[src/rtl/sc_chain_test_pkg.sv]
// Shared definitions for the standard-cell shift-chain test controller:
// FSM state codes, pattern mode codes and the LFSR step function.
package sc_chain_test_pkg;

  // Controller states
  typedef logic [1:0] state_t;
  localparam state_t ST_IDLE  = 2'd0;
  localparam state_t ST_SHIFT = 2'd1;
  localparam state_t ST_DONE  = 2'd2;

  // Pattern selections
  localparam logic [1:0] MODE_ZERO = 2'd0;
  localparam logic [1:0] MODE_ONE  = 2'd1;
  localparam logic [1:0] MODE_ALT  = 2'd2;
  localparam logic [1:0] MODE_LFSR = 2'd3;

  // 16-bit Fibonacci LFSR x^16+x^14+x^13+x^11+1, shifting right:
  // the taps land on bits 0, 2, 3 and 5 of the current state.
  localparam int                LFSR_W        = 16;
  localparam logic [LFSR_W-1:0] LFSR_TAP_MASK = 16'h002D;

  function automatic logic [LFSR_W-1:0] lfsr_step(input logic [LFSR_W-1:0] s);
    return {^(s & LFSR_TAP_MASK), s[LFSR_W-1:1]};
  endfunction

endpackage

[src/rtl/sc_pattern_gen.sv]
// Serial pattern generator. Two copies run in lock-step with the same
// seed and mode: one feeds the chain, the other supplies expected bits.
module sc_pattern_gen
  import sc_chain_test_pkg::*;
#(
  parameter logic [LFSR_W-1:0] LFSR_SEED = 16'hACE1
) (
  input  logic       i_clk,
  input  logic       i_rst_n,
  input  logic       i_load,
  input  logic       i_adv,
  input  logic [1:0] i_mode,
  output logic       o_bit
);

  logic [1:0]        r_mode;
  logic [LFSR_W-1:0] r_lfsr;
  logic              r_t0;

  // Load restarts the sequence at t=0; advance steps it by one bit.
  always_ff @(posedge i_clk or negedge i_rst_n) begin
    if (!i_rst_n) begin
      r_mode <= MODE_ZERO;
      r_lfsr <= LFSR_SEED;
      r_t0   <= 1'b0;
    end else if (i_load) begin
      r_mode <= i_mode;
      r_lfsr <= LFSR_SEED;
      r_t0   <= 1'b0;
    end else if (i_adv) begin
      r_lfsr <= lfsr_step(r_lfsr);
      r_t0   <= ~r_t0;
    end
  end

  // Current output bit for the latched mode.
  always_comb begin
    case (r_mode)
      MODE_ZERO: o_bit = 1'b0;
      MODE_ONE:  o_bit = 1'b1;
      MODE_ALT:  o_bit = r_t0;
      default:   o_bit = r_lfsr[0];
    endcase
  end

endmodule

[src/rtl/sc_chain_test_ctrl.sv]
// Shift-chain test controller: pushes NBITS pattern bits through an
// external CHAIN_LEN-deep flop chain and checks what comes out the tail.
// Chain outputs are registered so the external clock gate sees clean
// edges; cycle index c of the run is presented from edge c+1 onward.
module sc_chain_test_ctrl
  import sc_chain_test_pkg::*;
#(
  parameter int                CHAIN_LEN = 64,
  parameter int                CNT_W     = 16,
  parameter logic [LFSR_W-1:0] LFSR_SEED = 16'hACE1
) (
  input  logic             i_clk,
  input  logic             i_rst_n,
  input  logic             i_start,
  input  logic [1:0]       i_mode,
  input  logic [CNT_W-1:0] i_nbits,
  output logic             o_chain_d,
  output logic             o_chain_en,
  input  logic             i_chain_q,
  output logic             o_busy,
  output logic             o_done,
  output logic             o_pass,
  output logic [CNT_W-1:0] o_err_cnt,
  output logic [CNT_W-1:0] o_first_err
);

  // Counter must reach NBITS+CHAIN_LEN without wrapping for any NBITS.
  localparam int             LEN_W = $clog2(CHAIN_LEN + 1);
  localparam int             C_W   = ((CNT_W > LEN_W) ? CNT_W : LEN_W) + 1;
  localparam logic [C_W-1:0] C_LEN = C_W'(CHAIN_LEN);

  state_t           r_state;
  logic [C_W-1:0]   r_cnt;
  logic [CNT_W-1:0] r_nbits;
  logic             r_busy;
  logic             r_done;
  logic             r_pass;
  logic             r_chain_en;
  logic             r_chain_d;
  logic [CNT_W-1:0] r_err_cnt;
  logic [CNT_W-1:0] r_first_err;

  logic             w_accept;
  logic             w_in_shift;
  logic             w_last;
  logic             w_tx_adv;
  logic             w_cmp;
  logic             w_mis;
  logic             w_tx_bit;
  logic             w_exp_bit;
  logic [C_W-1:0]   w_total;
  logic [CNT_W-1:0] w_idx;
  logic [CNT_W-1:0] w_err_next;
  logic [CNT_W-1:0] w_first_next;

  // r_cnt holds the cycle index being set up for the chain; the bit now
  // on CHAIN_Q therefore belongs to cycle r_cnt-1, i.e. pattern index
  // r_cnt-1-CHAIN_LEN.
  assign w_accept   = (r_state != ST_SHIFT) && i_start;
  assign w_in_shift = (r_state == ST_SHIFT);
  assign w_total    = C_W'(r_nbits) + C_LEN;
  assign w_last     = w_in_shift && ((r_nbits == '0) || (r_cnt == w_total));
  assign w_tx_adv   = w_in_shift && (r_cnt < C_W'(r_nbits));
  assign w_cmp      = w_in_shift && (r_cnt > C_LEN) && (r_cnt <= w_total);
  assign w_idx      = CNT_W'(r_cnt - C_LEN - C_W'(1));
  assign w_mis      = w_cmp && (i_chain_q != w_exp_bit);

  assign w_err_next   = (w_mis && (r_err_cnt != '1)) ? r_err_cnt + 1'b1 : r_err_cnt;
  assign w_first_next = (w_mis && (r_first_err == '1)) ? w_idx : r_first_err;

  sc_pattern_gen #(.LFSR_SEED(LFSR_SEED)) u_tx_gen (
    .i_clk   (i_clk),
    .i_rst_n (i_rst_n),
    .i_load  (w_accept),
    .i_adv   (w_tx_adv),
    .i_mode  (i_mode),
    .o_bit   (w_tx_bit)
  );

  sc_pattern_gen #(.LFSR_SEED(LFSR_SEED)) u_exp_gen (
    .i_clk   (i_clk),
    .i_rst_n (i_rst_n),
    .i_load  (w_accept),
    .i_adv   (w_cmp),
    .i_mode  (i_mode),
    .o_bit   (w_exp_bit)
  );

  // FSM, cycle counter, chain drive and result capture.
  always_ff @(posedge i_clk or negedge i_rst_n) begin
    if (!i_rst_n) begin
      r_state     <= ST_IDLE;
      r_cnt       <= '0;
      r_nbits     <= '0;
      r_busy      <= 1'b0;
      r_done      <= 1'b0;
      r_pass      <= 1'b0;
      r_chain_en  <= 1'b0;
      r_chain_d   <= 1'b0;
      r_err_cnt   <= '0;
      r_first_err <= '1;
    end else begin
      case (r_state)
        ST_SHIFT: begin
          r_err_cnt   <= w_err_next;
          r_first_err <= w_first_next;
          if (w_last) begin
            r_state    <= ST_DONE;
            r_busy     <= 1'b0;
            r_done     <= 1'b1;
            r_pass     <= (w_err_next == '0);
            r_chain_en <= 1'b0;
            r_chain_d  <= 1'b0;
          end else begin
            r_cnt      <= r_cnt + 1'b1;
            r_chain_en <= 1'b1;
            r_chain_d  <= w_tx_adv & w_tx_bit;
          end
        end
        ST_IDLE, ST_DONE: begin
          if (i_start) begin
            r_state     <= ST_SHIFT;
            r_nbits     <= i_nbits;
            r_cnt       <= '0;
            r_busy      <= 1'b1;
            r_done      <= 1'b0;
            r_pass      <= 1'b0;
            r_err_cnt   <= '0;
            r_first_err <= '1;
          end
        end
        default: r_state <= ST_IDLE;
      endcase
    end
  end

  assign o_chain_d   = r_chain_d;
  assign o_chain_en  = r_chain_en;
  assign o_busy      = r_busy;
  assign o_done      = r_done;
  assign o_pass      = r_pass;
  assign o_err_cnt   = r_err_cnt;
  assign o_first_err = r_first_err;

endmodule

[config.mk]
export PLATFORM = sky130hd
export DESIGN_NAME = sc_chain_test_ctrl
export DESIGN_NICKNAME = d
export VERILOG_FILES = /design/src/rtl/sc_chain_test_pkg.sv /design/src/rtl/sc_pattern_gen.sv /design/src/rtl/sc_chain_test_ctrl.sv
export SDC_FILE = /design/constraint.sdc
export NUM_CORES = 1
export LEC_CHECK = 0
export CAP_MARGIN = 20
export CORE_MARGIN = 2
export CORE_UTILIZATION = 45
export CTS_CLUSTER_DIAMETER = 30
export CTS_CLUSTER_SIZE = 10
export DETAILED_ROUTE_END_ITERATION = 16
export PLACE_DENSITY_LB_ADDON = 0.25
export SLEW_MARGIN = 20
export SYNTH_ARGS = -nofsm -noshare
export SYNTH_HDL_FRONTEND = slang
export SYNTH_HIERARCHICAL = 1
export SYNTH_SLANG_ARGS = --single-unit
export TNS_END_PERCENT = 30
[constraint.sdc]
create_clock -name i_clk -period 3 [get_ports i_clk]
set_clock_uncertainty 0.1 [all_clocks]
set_input_delay 0.45 -clock i_clk [delete_from_list [all_inputs] [get_ports i_clk]]
set_output_delay 0.45 -clock i_clk [all_outputs]
set_load 0.005 [all_outputs]
* Word level (Yosys, flattened, before mapping) *
Index checks and enable logic that the tools add are counted.

operators by class
  magnitude comparators = 3
  bitwise logic cells = 3
  eq/ne operators = 13
  mux-type cells = 32
  reduce and logical (&&, ||, !) cells = 25
  add/sub/neg operators = 5

operator list
  kind                     number
  $mux W16                 8
  $pmux W16 S2             2
  $mux W17                 2
  $pmux W17 S2             1
  $logic_not A16 Y1        2
  $reduce_xor A16 Y1       2
  $add A16 B7 Y17 const B  1
  $add A17 B1 Y17 const B  1
  $eq A17 B17 Y1           1
  $gt A17 B7 Y1 const B    1
  $le A17 B17 Y1           1
  $lt A17 B16 Y1           1
  $add A16 B1 Y16 const B  1
  $eq A16 B16 Y1 const B   1
  $ne A16 B16 Y1 const B   1
  $sub A16 B1 Y16 const B  1
  $sub A16 B7 Y16 const B  1
  $mux W1                  11
  $reduce_and A3 Y1        3
  $logic_and A1 B1 Y1      8
  $ne A2 B1 Y1 const B     3
  $pmux W1 S2              3
  $pmux W1 S3              2
  $reduce_and A2 Y1        3
  12 further kinds         20

storage, ports and cells
  logic and storage cells = 96
  register bits after elaboration = 108
  bits of input ports = 22
  output and inout bits = 37

* Depth between registers and ports, before layout *
  depth after elaboration = 9
  gate-level depth with buffers = 16
  mapped depth without buffers = 15

* Hierarchy *
The synthesis kept the hierarchy.

modules (own cells, without submodules)
  module              seq. area each (um^2)  cells each  times used  area each (um^2)
  sc_chain_test_ctrl  1821.7                 520         1           4611.9
  sc_pattern_gen      485.5                  65          2           817.0

* Least setup slack after synthesis *
No wires, ideal clock.

  kind = register to register
  start point = reg r_nbits[8]
  end point = reg r_first_err[9], in the netlist o_first_err[9]
  buffers on the path = 1
  setup time = 0.095 ns
  period minus slack after synthesis = 3.359 ns
  slack = -0.359 ns
  stages on the path, launching flop included = 15
  required time = 2.805 ns
  data arrival time = 3.164 ns
  path through = dfrtp_1 > inv_1 > nor3_1 > and3_1 > nand3_1 > xnor2_1 > ha_1 > nand4_1 > nor3_1 > a21boi_1 > o41ai_4 > nand2_1 > nor4_4 > buf_2 > a31oi_1

on the way
  cells in the longest elaborated chain, start to end = 7

ends and longest elaborated chain
  what                         RTL line                   text
  start, declared              sc_chain_test_ctrl.sv:34   logic [CNT_W-1:0] r_nbits;
  start signal, assigned       sc_chain_test_ctrl.sv:123  r_nbits <= i_nbits;
  $add A16 B7 Y17              sc_chain_test_ctrl.sv:61   assign w_total = C_W'(r_nbits) + C_LEN;
  $le A17 B17 Y1               sc_chain_test_ctrl.sv:64   assign w_cmp = w_in_shift && (r_cnt > C_LEN) && (r_cnt <= w_total);
  $logic_and A1 B1 Y1          sc_chain_test_ctrl.sv:64
  $logic_and A1 B1 Y1          sc_chain_test_ctrl.sv:66   assign w_mis = w_cmp && (i_chain_q != w_exp_bit);
  $logic_and A1 B1 Y1          sc_chain_test_ctrl.sv:69   assign w_first_next = (w_mis && (r_first_err == '1)) ? w_idx : r_first_err;
  $ne A2 B1 Y1 (no line)       -
  $reduce_and A3 Y1 (no line)  -
  end signal, assigned         sc_chain_test_ctrl.sv:106  r_first_err <= w_first_next;
  end, declared                sc_chain_test_ctrl.sv:41   logic [CNT_W-1:0] r_first_err;

Every way passes these cells.
A chain may end at the register's enable or synchronous reset.

* Worst setup path after layout *
  start point = reg r_nbits[8]
  end point = reg u_exp_gen.r_lfsr[1]

on the way
  cells in the longest elaborated chain, start to end = 4

ends and longest elaborated chain
  what                          RTL line                  text
  $add A16 B7 Y17               sc_chain_test_ctrl.sv:61
  $le A17 B17 Y1                sc_chain_test_ctrl.sv:64
  $logic_and A1 B1 Y1           sc_chain_test_ctrl.sv:64
  named net w_cmp               sc_chain_test_ctrl.sv:47  logic w_cmp;
  $reduce_bool A2 Y1 (no line)  -
  end signal, assigned          sc_pattern_gen.sv:31      r_lfsr <= lfsr_step(r_lfsr);
  end, declared                 sc_pattern_gen.sv:17      logic [LFSR_W-1:0] r_lfsr;

The timed path passes the listed nets, and every way through them passes these cells.

==> flow_summary.toml <==
[finish]
fillerInstances = 1119
drive_above_1_share = 0.282
design_area_um2 = 8510
ff_latch_area_um2 = 2790
layout.nets = 851
diodes = 0
area_delta_synth_final_pct = 36.3
multi_input_area_um2 = 3510
fin_cells = 982

[synth]
ys_types = 60
synth_edf_count = 0
synth_nets = 704
synth-seq-cells = 110
synthFlopType = "dfrtp_1"
ys_seq_area_frac = 0.447
async_flop_share = 1.00
yosysWarnings = 6
netlist_area_um2 = 6250
synthesis.area_per_instance_um2 = 9.61
synthCells = 650

[placed_design]
place_area_um2 = 7720
dp_hpwl_mm = 11.0
gp_congestion = 0.918
place_inst = 947
io_buffers = 58

[critical_path]
path_max_fanout = 5
cp-start-kind = "flop"
crit_chain = "inv_2, nor3_4, and3_4, nand3_2, xnor2_1, ha_1, nand4_1, nor3_2, nand4_1, buf_4, o41a_1, buf_4, a311oi_4, buf_6, buf_12, mux2i_1, nor2_1"
critPathKind = "reg -> reg"
crit_required_ps = 3140
critPathBufInv = 5
crit_slowest_cell = "dfrtp_1"
cp_data_arrival_time_ps = 3710
crit_family = "simple AND/OR/NAND/NOR gates"
critPathCaptureType = "flop"
crit_start = "r_nbits[8]"
rr_startpoint = "r_nbits[8]"
cpPeakStageDelay_ps = 360

[grt]
grt_max_degree = 76
first_global_vias = 5172
grt_use_total = 0.215
grt_antenna_before_repair = 0
grt_pass1_wl_mm = 25.1
overflow = 0

[power]
ir_drop_mv = 0.404
cellLeakagePower_nw = 3.81
power_density_nw_per_um2 = 925
power_w = 0.00787

[worst_hold_path]
holdCritStartpoint = "o_first_err[11]"
hold_path_class = "reg -> reg"

[clocking]
cts_buffer_depth = 2
clk_pin_slew_ps = 80
numClockSinks = 110
cts-root-buf = "clkbuf_16"
cts_tree = "built"
h-tree-depth = 3
insertion_delay_ps = 360
numCtsBuffers = 9

[timing]
drv_slew = 0
slew-limit-headroom = 0.611
tightestPinTransition_ps = 583
post-route-period-util = 1.19
fin_ws_ps = -563
rsz0062_at_grt = "true"
whs_ps = 389
hold_viol = 0
fmax_ghz = 0.281
post-route-min-period_ps = 3560
setup_viol = 59
setup-tns-final_ps = -19450

[die]
die_w_um = 122
dieArea_um2 = 14800
ios = 59
fp-row-count = 43
start_util = 0.455
dieHeight_um = 122
coreArea_um2 = 13700

[route]
drtPass1Iterations = 4
avgRoutedWirePerCell_um = 16.1
drtIter0Drc = 275
drc_errors = 0
drt-total-wl_mm = 15.8
vias = 5270
via_per_inst = 5.37
drtAntennaViolNets = 0

[job]
drv_cap = 0

[run_status]
status = "finished, violations left"
violations = "setup timing"
[layer usage]
| metal | share of wire | global-route usage | wire length [um] |
|---|---|---|---|
| met1 | 0.45 | 0.278 | 7110 |
| met2 | 0.49 | 0.356 | 7780 |
| met3 | 0.034 | 0.0337 | 543 |
| met4 | 0.023 | 0.0984 | 365 |
| met5 | 0 | 0 | 0 |
[cells in the mapped netlist, drive strengths merged (3+ instances only)]
library cell	n	area share
nand2	75	0.045
a31oi	10	0.010
o21a	9	0.011
a21oi	25	0.020
nor4	11	0.017
ha	32	0.064
and3	10	0.010
buf	14	0.018
o211ai	6	0.0072
dfstp	32	0.13
nor2b	5	0.0050
dfrtp	78	0.31
xor2	16	0.022
xnor2	33	0.046
o31ai	4	0.0064
a21o	3	0.0036
o21ai	32	0.026
nor2	65	0.039
nor3	16	0.013
nor4b	3	0.0042
mux2i	33	0.053
mux2	4	0.0072
nand2b	4	0.0044
inv	28	0.017
a21boi	3	0.0036
nand3	31	0.025
nand4	17	0.017
a211oi	3	0.0036
clkbuf	19	0.011
or3	10	0.010
[final timing paths]
path,depth (start not counted),slack [ps],end
worst max-delay path,17,-560,u_exp_gen/r_lfsr[1]
worst min-delay path,2,390,o_first_err[11]
worst max register to register,17,-560,u_exp_gen/r_lfsr[1]
worst min register to register,2,390,o_first_err[11]
max in group asynchronous,3,1510,u_tx_gen/r_lfsr[11]
min in group asynchronous,2,490,r_cnt[0]
[placed cells by master, fill, tap and decap left out, types with 4 or more instances in the layout]
| master | instances |
|---|---|
| nor3_1 | 11 |
| a31oi_1 | 9 |
| o21ai_0 | 23 |
| nand3_1 | 27 |
| nor2_1 | 58 |
| buf_4 | 87 |
| a21oi_1 | 13 |
| dfstp_2 | 32 |
| o21a_1 | 9 |
| mux2_2 | 4 |
| and3_1 | 8 |
| or3_1 | 9 |
| nand2_1 | 69 |
| xnor2_1 | 31 |
| nor2b_1 | 4 |
| xor2_1 | 15 |
| clkbuf_16 | 12 |
| nand4_1 | 17 |
| clkdlybuf4s50_1 | 57 |
| inv_1 | 26 |
| buf_12 | 4 |
| nor2_2 | 4 |
| nor4_1 | 7 |
| o21ai_1 | 8 |
| mux2i_1 | 32 |
| ha_1 | 32 |
| buf_6 | 17 |
| a21oi_2 | 12 |
| o211ai_1 | 6 |
| dfrtp_1 | 78 |
[timing repair]
item	4_1_cts	5_1_grt
cloned	1	3
hold buffers	1	0
pin swaps	20	27
endpoints found under the setup margin	56	84
resized for setup	22	47
hold endpoints to repair	28	0
setup buffers	7	9
[metrics by stage]
stage,util,setup slack [ps]
6_report,0.621,-563
5_1_grt,0.621,-751
4_1_cts,0.599,-409
3_5_place_dp,0.563,-546
3_3_place_gp,0.563,-497
2_1_floorplan,-,-205
[worst register-to-register path, cell delays in order (launching register included)]
cell and delay [ps]:
dfrtp_1 360, inv_2 60, nor3_4 200, and3_4 220, nand3_2 60, xnor2_1 160, ha_1 330, nand4_1 170
nor3_2 210, nand4_1 200, buf_4 190, o41a_1 180, buf_4 190, a311oi_4 200, buf_6 190, buf_12 130
mux2i_1 230, nor2_1 80
[layout make-up]
type                            count  area share
Clock buffer                       10      0.0269
Inverter                           28      0.0123
Clock inverter                      6     0.00882
Tap cell                          180      0.0265
Multi-Input combinational cell    479       0.412
Sequential cell                   110       0.328
Timing Repair Buffer              169       0.186
[where the power goes]
part | leakage [nW] | switching [W] | internal [W]
Sequential | 1.32 | 0.000352 | 0.00211
Clock | 0.146 | 0.000583 | 0.000662
Combinational | 2.34 | 0.00202 | 0.00214
Total | 3.81 | 0.00296 | 0.00491
[cell families after synthesis]
| logic type | after synthesis | synth area share |
|---|---|---|
| buf+inv | 61 | 0.0465 |
| compound gates | 107 | 0.114 |
| flops | 110 | 0.447 |
| fa+ha+maj | 32 | 0.0641 |
| mux | 37 | 0.0601 |
| simple gates | 254 | 0.200 |
| xor+xnor | 49 | 0.0687 |
[sequential cells by signal (all words and copies together), names as in the netlist]
name,cells
u_exp_gen/r_lfsr,16
r_nbits,16
o_busy,1
o_err_cnt,16
r_cnt,17
o_pass,1
o_first_err,16
u_exp_gen/r_t0,1
u_tx_gen/r_t0,1
u_exp_gen/r_mode,2
o_chain_en,1
o_done,1
u_tx_gen/r_mode,2
r_state,2
u_tx_gen/r_lfsr,16
o_chain_d,1
Power figures use the tool's default switching activity.
==> RTL change 1, RTL diff (same flow settings) <==
Set the parameter `CNT_W` to 14 (it was 16).
--- a/src/rtl/sc_chain_test_ctrl.sv
+++ b/src/rtl/sc_chain_test_ctrl.sv
@@ -6,7 +6,7 @@
   import sc_chain_test_pkg::*;
 #(
   parameter int                CHAIN_LEN = 64,
-  parameter int                CNT_W     = 16,
+  parameter int                CNT_W     = 14,
   parameter logic [LFSR_W-1:0] LFSR_SEED = 16'hACE1
 ) (
   input  logic             i_clk,
Ports: changed (resized i_nbits, o_err_cnt and o_first_err); port bits go from 59 to 53. No check against the original RTL was run, so the function may have changed too.
==> RTL change 1 against the unedited design <==
- the flow still finishes with violations (negative setup slack)
- highest routed layer unchanged
- routed wire length is 13% lower
- largest power group unchanged
- sequential cell count is 8 lower
- worst setup slack better by 0.30 ns
- global-route usage is 0.24 points lower
- final cell count is 13% lower
- final area is 13% lower
- clock power is 5% lower
- power is 25% lower
- die area is 8.5% lower
- synthesized area is 8.7% lower
==> RTL change 1: results (changes against the unedited design) <==
metric;value;unit;change
run status;finished, violations left;;
failing checks;negative setup slack;;
WHS;0.0465;ns;-0.342 ns
Leak;0.00320;uW;-16%
ANT cells;0;;unchanged
placed insts;826;;-13%
Synth Area in Compound Gates;0.112;;-0.00204
Reg clk slew, reported paths;0.07;ns;
H-Tree Level Count;3;;unchanged
GRT Resource Usage Total;0.213;;-0.00244
met3 Use GR;0.0301;;-0.00361
Remaining DRCs;0;;unchanged
ranking of synthesized cells by area;dfrtp_1, dfstp_2, mux2i_1;;
RePlAce Congestion;0.864;;-5.8%
first-pass GRT wire length;22500;um;-10%
worst min path class;in -> async;;
layout net count;726;;-15%
Synth Area in Adders;0.0615;;-0.00265
area post-placement;0.00676;mm^2;-12%
synth cell count leaders;dfrtp_1, nand2_1, nor2_1, mux2i_1;;
final WL;13800;um;-13%
DR WL met2;6630;um;-15%
final setup vio count;38;;-36%
Detailed Routing Iterations Pass 1;5;;+1
CP Data Arrival Time;3.45;ns;-0.26 ns
vias in the first global route;4484;;-13%
port bufs;52;;-10%
worst setup margin;-0.262;ns;+0.301 ns
DRT iter0 DRCs;221;;-20%
Reg-to-Reg End;o_pass$_DFFE_PN0P_;;
TritonCTS Buffers;9;;unchanged
Netlist cell types;59;;-1.7%
reg2reg path depth;14;;-3
Yosys warning count;6;;unchanged
largest net degree at the start of global routing;56;;-26%
worst slack, placed;-0.296;ns;+0.249 ns
Worst-Margin Slew;0.717;ns;+0.134 ns
mux cell area share after synthesis;0.0784;;+0.0183
CTS Root Cell;clkbuf_16;;
slowest stage cell on the critical path;or4_1;;
predominant post-synthesis flop cell;dfrtp_1;;
DR WL/cell;16.1;um;about the same
CP peak stage delay;0.48;ns;+0.12 ns
met2 GRT Util;0.340;;-0.0163
vias per cell;5.43;;+1.2%
Synth Net Count;625;;-11%
layout cells sized above 1;0.224;;-0.0578
xor and xnor area share after synthesis;0.0630;;-0.00572
Async SR Flop Fraction;1.00;;unchanged
Seq/Total Area, Yosys;0.454;;+0.00723
P per Cell Area;802;mW/mm^2;-13%
Final TNS setup;-4.22;ns;+15.24 ns
GR Util met1;0.296;;+0.0176
M1 WL;6540;um;-8.0%
fill cell count;1086;;-2.9%
reg-to-reg critical path startpoint;r_nbits[7]$_DFFE_PN0P_;;
maximum VDD drop;0.000354;V;-12%
metal3 WL;357;um;-34%
DP HPWL;9510;um;-14%
cell count after synthesis;577;;-11%
==> RTL change 1: layout make-up <==
cell class	instances	share of cell area
well taps	172	0.0291
multi-input cells	425	0.417
inverters	24	0.0125
clock buffers	9	0.0305
repair buffers	116	0.151
clock inverters	7	0.00999
flip-flops and latches	102	0.350
==> RTL change 1: repair_timing <==
| item | in CTS | in global routing |
|---|---|---|
| pin swaps | 19 | 6 |
| hold buffers | 0 | 0 |
| cloned | 2 | 2 |
| setup buffers | 5 | 4 |
| gates resized for setup | 24 | 14 |
| setup endpoints to repair | 52 | 71 |
==> RTL change 1: power by group <==
part,switching [uW],internal [uW]
registers,291,1850
clock network,536,650
logic,1400,1210
==> RTL change 1: worst max path at each step <==
| stage | from | to | slack [ns] | cells past startpoint |
|---|---|---|---|---|
| after detailed placement | r_nbits[6]$_DFFE_PN0P_ | o_pass$_DFFE_PN0P_ | -0.30 | 13 |
| after floorplan | r_nbits[6]$_DFFE_PN0P_ | o_pass$_DFFE_PN0P_ | -0.07 | 12 |
| after global placement | r_nbits[6]$_DFFE_PN0P_ | r_cnt[11]$_DFFE_PN0P_ | -0.16 | 14 |
| after CTS | r_nbits[7]$_DFFE_PN0P_ | o_pass$_DFFE_PN0P_ | -0.23 | 14 |
| final | r_nbits[7]$_DFFE_PN0P_ | o_pass$_DFFE_PN0P_ | -0.26 | 14 |
| after global routing | r_nbits[7]$_DFFE_PN0P_ | o_pass$_DFFE_PN0P_ | -0.43 | 14 |
==> RTL change 1: worst register-to-register path: cells and delay by family, from the launching register on <==
kind | cells | cell delay (ns)
and+or+nand+nor | 4 | 1.16
DFF | 1 | 0.40
xor gates and xnor gates | 1 | 0.15
AOI/OAI and AO/OA | 5 | 0.78
buffers and inverters | 3 | 0.29
adders and majority gates | 1 | 0.33
==> RTL change 2, RTL diff (same settings) <==
Made on the original files. Register the output `o_err_cnt` once more, with the module's reset; this adds one clock of latency there. The other outputs are not delayed to match.
--- a/src/rtl/sc_chain_test_ctrl.sv
+++ b/src/rtl/sc_chain_test_ctrl.sv
@@ -139,7 +139,13 @@
   assign o_busy      = r_busy;
   assign o_done      = r_done;
   assign o_pass      = r_pass;
-  assign o_err_cnt   = r_err_cnt;
+  always_ff @(posedge i_clk or negedge i_rst_n) begin
+    if (!i_rst_n) begin
+      o_err_cnt <= '0;
+    end else begin
+      o_err_cnt <= r_err_cnt;
+    end
+  end
   assign o_first_err = r_first_err;
 
 endmodule
Behaviour: same outputs for any inputs over 10 cycles, from zero or initial values and one cycle with i_rst_n low; that may be too few to reach the edited logic, so the function may still have changed.
==> RTL change 2 against the unedited design <==
- sequential cell count increased by 16
- sequential power rose by 11%
- largest power group unchanged
- the run still ends with negative setup slack left
- sequential share of layout area increased by 2.9 points
- core utilization decreased by 0.35 points
- final area increased by 4.9%
- die area grew 5.8%
- power grew 1.4%
- worst hold slack got worse by 0.00072 ns
- worst setup slack improved by 0.057 ns
- routed wire length is 5.2% higher
- synthesized area is 6.0% higher
- final cell count grew 1.3%
- clock power is 65% higher
==> RTL change 2: results (changes against the unedited design) <==
metric;value;unit;change
run status;finished, violations left;;
failing checks;negative setup slack;;
WHS;0.388;ns;-0.000721 ns
maximum VDD drop;0.000464;V;+15%
Netlist cell types;62;;+3.3%
Min-Delay Path Depth;1;;-1
multi-input gates;478;;-0.21%
largest net degree at the start of global routing;73;;-3.9%
area taken by multi-input logic gates;0.00342;mm^2;-2.5%
Leak;0.00402;uW;+5.6%
inverters;26;;-7.1%
Worst-Margin Slew;0.572;ns;-0.0106 ns
CLK BUF;18;;+8
P per Cell Area;893;mW/mm^2;-3.4%
ranking of synthesized cells by area;dfrtp_1, dfstp_2, ha_1;;
Seq/Total Area, Yosys;0.482;;+0.0350
H-Tree Level Count;4;;+1
Reg clk slew, reported paths;0.06;ns;-0.02 ns
Buffers, non-clock;149;;-12%
Switch Pwr;2790;uW;-5.5%
worst setup margin;-0.506;ns;+0.0568 ns
fill cell count;1143;;+2.1%
final setup vio count;61;;+3.4%
WHS Endpoint;o_done$_DFFE_PN0P_;;
reg2reg path depth;15;;-2
vias per cell;5.50;;+2.4%
placed insts;949;;+0.21%
TAP cells;184;;+2.2%
first-pass GRT wire length;27300;um;+8.9%
vias in the first global route;5650;;+9.2%
clock power share;0.259;;+0.101
CP Data Arrival Time;3.75;ns;+0.04 ns
HP Start;o_done$_DFFE_PN0P_;;
clk_lat worst skew;0.42;ns;+0.06 ns
Final TNS setup;-18.66;ns;+0.794 ns
GRT Resource Usage Total;0.216;;+0.000949
synth cell count leaders;dfrtp_1, nand2_1, nor2_1, mux2i_1;;
DR WL/cell;16.7;um;+3.9%
layout cells sized above 1;0.271;;-0.0105
RePlAce Congestion;0.927;;+0.98%
cell count after synthesis;663;;+2.0%
Worst setup endpoint;o_pass$_DFFE_PN0P_;;
Switching Share;0.350;;-0.0258
layout net count;852;;+0.12%
[RTL change 2: cell count changes after synthesis, sizes merged, moves of 6 or more]
| cell | delta |
|---|---|
| o21ai | +6 |
| o21a | -7 |
| dfrtp | +16 |
| a31oi | +6 |
| nand2 | -6 |
[RTL change 2: routing by layer]
layer / global-route usage / wire length [um] / up-vias
met3: 0.0466 / 621 / 42
met2: 0.373 / 8520 / 121
met4: 0.0889 / 463 / 0
met1: 0.264 / 7020 / 2713
met5: 0 / 0 / -
li1: - / - / 2594
[RTL change 2: logic make-up (layout without fill, tap and decap cells)]
kind of cell             count (synthesis)  after routing  share of synthesized area
AO/OA/AOI/OAI                          112            112                      0.108
XOR/XNOR                                47             47                     0.0622
adder cells (fa/ha/maj)                 32             32                     0.0605
buffers and inverters                   59            207                     0.0442
flip-flops                             126            126                      0.482
multiplexers                            39             39                     0.0599
AND/OR/NAND/NOR                        248            248                      0.183
